[src/rtl/register_pkg.sv]
// register_pkg: mode encodings shared by universal_register and its users
package register_pkg;
  localparam logic [2:0] MODE_HOLD = 3'b000;
  localparam logic [2:0] MODE_LOAD = 3'b001;
  localparam logic [2:0] MODE_SHL  = 3'b010;
  localparam logic [2:0] MODE_SHR  = 3'b011;
  localparam logic [2:0] MODE_ROL  = 3'b100;
  localparam logic [2:0] MODE_ROR  = 3'b101;
  localparam logic [2:0] MODE_INC  = 3'b110;
  localparam logic [2:0] MODE_DEC  = 3'b111;
endpackage

[src/rtl/universal_register.sv]
// universal_register: WIDTH-bit hold/load/shift/rotate/inc/dec register; ports clk, reset, mode, in_data, ser_in -> out_data, carry, zero, ser_out_msb, ser_out_lsb
module universal_register
  import register_pkg::*;
#(
  parameter int WIDTH = 4,
  parameter logic [WIDTH-1:0] RESET_VALUE = '0
) (
  input  logic             clk,
  input  logic             reset,
  input  logic [2:0]       mode,
  input  logic [WIDTH-1:0] in_data,
  input  logic             ser_in,
  output logic [WIDTH-1:0] out_data,
  output logic             carry,
  output logic             zero,
  output logic             ser_out_msb,
  output logic             ser_out_lsb
);
  logic [WIDTH:0] nxt;
  always_comb begin
    nxt = {carry, out_data};
    case (mode)
      MODE_LOAD: nxt = {1'b0, in_data};
      MODE_SHL:  nxt = {out_data, ser_in};
      MODE_SHR:  nxt = {out_data[0], ser_in, out_data[WIDTH-1:1]};
      MODE_ROL:  nxt = {out_data, out_data[WIDTH-1]};
      MODE_ROR:  nxt = {out_data[0], out_data[0], out_data[WIDTH-1:1]};
      MODE_INC:  nxt = {1'b0, out_data} + (WIDTH+1)'(1);
      MODE_DEC:  nxt = {1'b0, out_data} - (WIDTH+1)'(1);
      default:   nxt = {carry, out_data};
    endcase
  end
  always_ff @(posedge clk)
    if (reset) {carry, out_data} <= {1'b0, RESET_VALUE};
    else {carry, out_data} <= nxt;
  assign zero = out_data == '0;
  assign ser_out_msb = out_data[WIDTH-1];
  assign ser_out_lsb = out_data[0];
endmodule

[config.mk]
export PLATFORM = sky130hd
export DESIGN_NAME = universal_register
export DESIGN_NICKNAME = d
export VERILOG_FILES = /design/src/rtl/register_pkg.sv /design/src/rtl/universal_register.sv
export SDC_FILE = /design/constraint.sdc
export NUM_CORES = 1
export LEC_CHECK = 0
export BUFFER_PORTS_ARGS = -buffer_cell sky130_fd_sc_hd__buf_2
export CAP_MARGIN = 10
export CORE_AREA = 2 2 39 41
export CTS_BUF_LIST = sky130_fd_sc_hd__clkbuf_2 sky130_fd_sc_hd__clkbuf_4 sky130_fd_sc_hd__clkbuf_8
export CTS_CLUSTER_SIZE = 14
export DETAILED_ROUTE_END_ITERATION = 10
export DIE_AREA = 0 0 41 43
export PLACE_DENSITY = 0.69
export SYNTH_ARGS = -nofsm -noshare
export SYNTH_HDL_FRONTEND = slang
export SYNTH_SLANG_ARGS = --single-unit
[constraint.sdc]
create_clock -name clk -period 1.95 [get_ports clk]
set_input_delay 0.4875 -clock clk [delete_from_list [all_inputs] [get_ports clk]]
set_output_delay 0.4875 -clock clk [all_outputs]
set_load 0.01 [all_outputs]
==> run metrics <==
run status=completed; WL/cell=13.43 µm; Ys Warns=0; dpl hpwl=1054 µm; clock-pin slew on the worst setup and hold paths=0.04 ns; peak supply drop=0.2147 mV; Final Hold Fails=0; share of cells above drive strength 1=31.87%; setup_tns=0 ns; vias in the first global route=523; antenna violations before repair=0; Arrival @ worst endpoint=1.10 ns; setup violators final=0; postcts setup bufs=0; Slew Viols, Final=0; RSZ-0062 raised after global routing=false; WHS Endpoint=carry; I/O pin count=18; Placer Congestion=0.9039; number of diodes=0; core area=1384 µm²; starting density of the core=39.33%; row cnt=14; Fill cells=146; worst r2r src=out_data[1]; first-pass GRT wire length=2366 µm; Mean Syn Cell Area=7.257 µm²; total wire length=1437 µm; Yosys reg bits=5; Vias per Instance=5.626; sequential fraction of the synthesis area=18.39%; r2r setup slk=0.56 ns; PortBufs=17; post-synth cell types=33; Least-Margin Pin Slew=0.3820 ns; relative slew slack=74.50%; Hold Path Depth=2; initial DRC count=17; clk_skew=0.002047 ns; HP Start=reset; Die Span Y=43 µm; Worst EP required=1.46 ns; total power density per cell area=625.3 nW/µm²; via count=602; f_max=629.6 MHz; CTS buffer count=3; Synth-to-Final Area Change=20.92%; Leakage=0.0003013 µW; Power, Total=411.5 µW; Die Wd=41 µm; Resize count post-CTS=0; top_reg_cell synth=dfxtp_1; EDFF count, synth=0; Startpoint Class=register; Worst R2R End=out_data[2]; Mapped Nets=86; CTS tree=yes; Min-Delay Path Class=primary input to register; Util after Layout=47.56%; Yosys top cell area share=18.39%; Mapped Area=544.3 µm²; largest cells by area after synthesis=dfxtp_1 (18%), nand2_1 (7.6%), a21oi_1 (6.4%); most frequent cells in the layout=buf_2 (17), nand2_1 (11), a21oi_1 (7); DR DRC count=0; H-tree Lvls=1; hold_buf cts=0; Nets=103; final period utilization=81.45%; Async SR Flop Fraction=0%; pin count of the biggest net entering global routing=19; crit end category=primary output; Period minus WS final=1.588 ns; Longest Clk Path Bufs=2; Synth Instances=75; FF-to-FF path depth=6; GR Util All Layers=19.32%; number of max-cap violations=0; drt pass-1 iters=4; gr ovfl total=0; Post-DRT Antenna Nets=0; commonest non-fill, non-tap cell in the layout=buf_2; CP Class=register to primary output; leading area contributor after synthesis=dfxtp_1; clk_lat worst skew=0.24 ns; Max FO, Critical Path=10; CTS root buf=clkbuf_4; count of clock tree sinks=5; Die ar.=1763 µm²
## cell usage after synthesis (all sizes together) (2+ instances only)
cell type   n
a21oi       7
buf         9
dfxtp       5
inv         2
nand2      12
nand2b      2
nand3       3
nor2        5
o21ai       4
o2bb2ai     3
xnor2       2
xor2        2
## flip-flops by register name, summed over array words and instances, names as in the netlist
signal    cells
carry         1
out_data      4
## per-stage QoR
step	hold slack (ns)	std cells	area (µm²)	setup WS, ns
2_1_floorplan	0.5566	75	544.3	0.08814
3_3_place_gp	0.5627	103	628.1	0.2118
3_5_place_dp	0.5601	103	628.1	0.1709
4_1_cts	0.4825	107	658.1	0.3639
5_1_grt	0.4930	107	658.1	0.2877
6_report	0.4882	107	658.1	0.3617
## logic make-up after synthesis
group / share of synthesized area [%]
AND/OR/NAND/NOR: 23.45
AO/OA/AOI/OAI: 33.11
buffers and inverters: 12.18
flip-flops: 18.39
XOR/XNOR: 6.438
multiplexers: 4.138
adder cells (fa/ha/maj): 2.298
## critical path, cell delays in order, from the launching register on
cell	delay, ns
dfxtp_1	0.40
nor4_1	0.29
buf_2	0.17
## power breakdown
part	switching, µW	leakage [µW]	total [µW]	internal [µW]
sequential	16.5	0.0000413	129	112
combinational	79.6	0.000242	151	71.2
clock	40.7	0.0000184	132	91.1
total	137	0.000301	412	275
## final cells by class
type                    count  area, µm²  area share (%)
multi-input cells          58      377.9           57.41
repair buffers             22      122.6           18.63
flip-flops and latches      5      100.1           15.21
clock buffers               4      30.03           4.563
well taps                  16      20.02           3.042
inverters                   2      7.507           1.141
## worst max path at each step
stage | from | slack, ns | cells past startpoint | to
5_1_grt | out_data[3] | 0.29 | 2 | zero
3_5_place_dp | mode[0] | 0.17 | 8 | out_data[2]
3_3_place_gp | mode[0] | 0.21 | 8 | out_data[2]
4_1_cts | out_data[1] | 0.36 | 3 | zero
2_1_floorplan | mode[0] | 0.09 | 9 | out_data[2]
6_report | out_data[3] | 0.36 | 2 | zero
## layer usage
layer,global-route usage (%),up-vias,routed length (µm)
met5,0,-,0
met4,8.000,0,29
met3,5.759,4,75
met2,26.88,24,658
met1,26.86,270,673
li1,-,304,-
(Power assumes the default switching activity.)
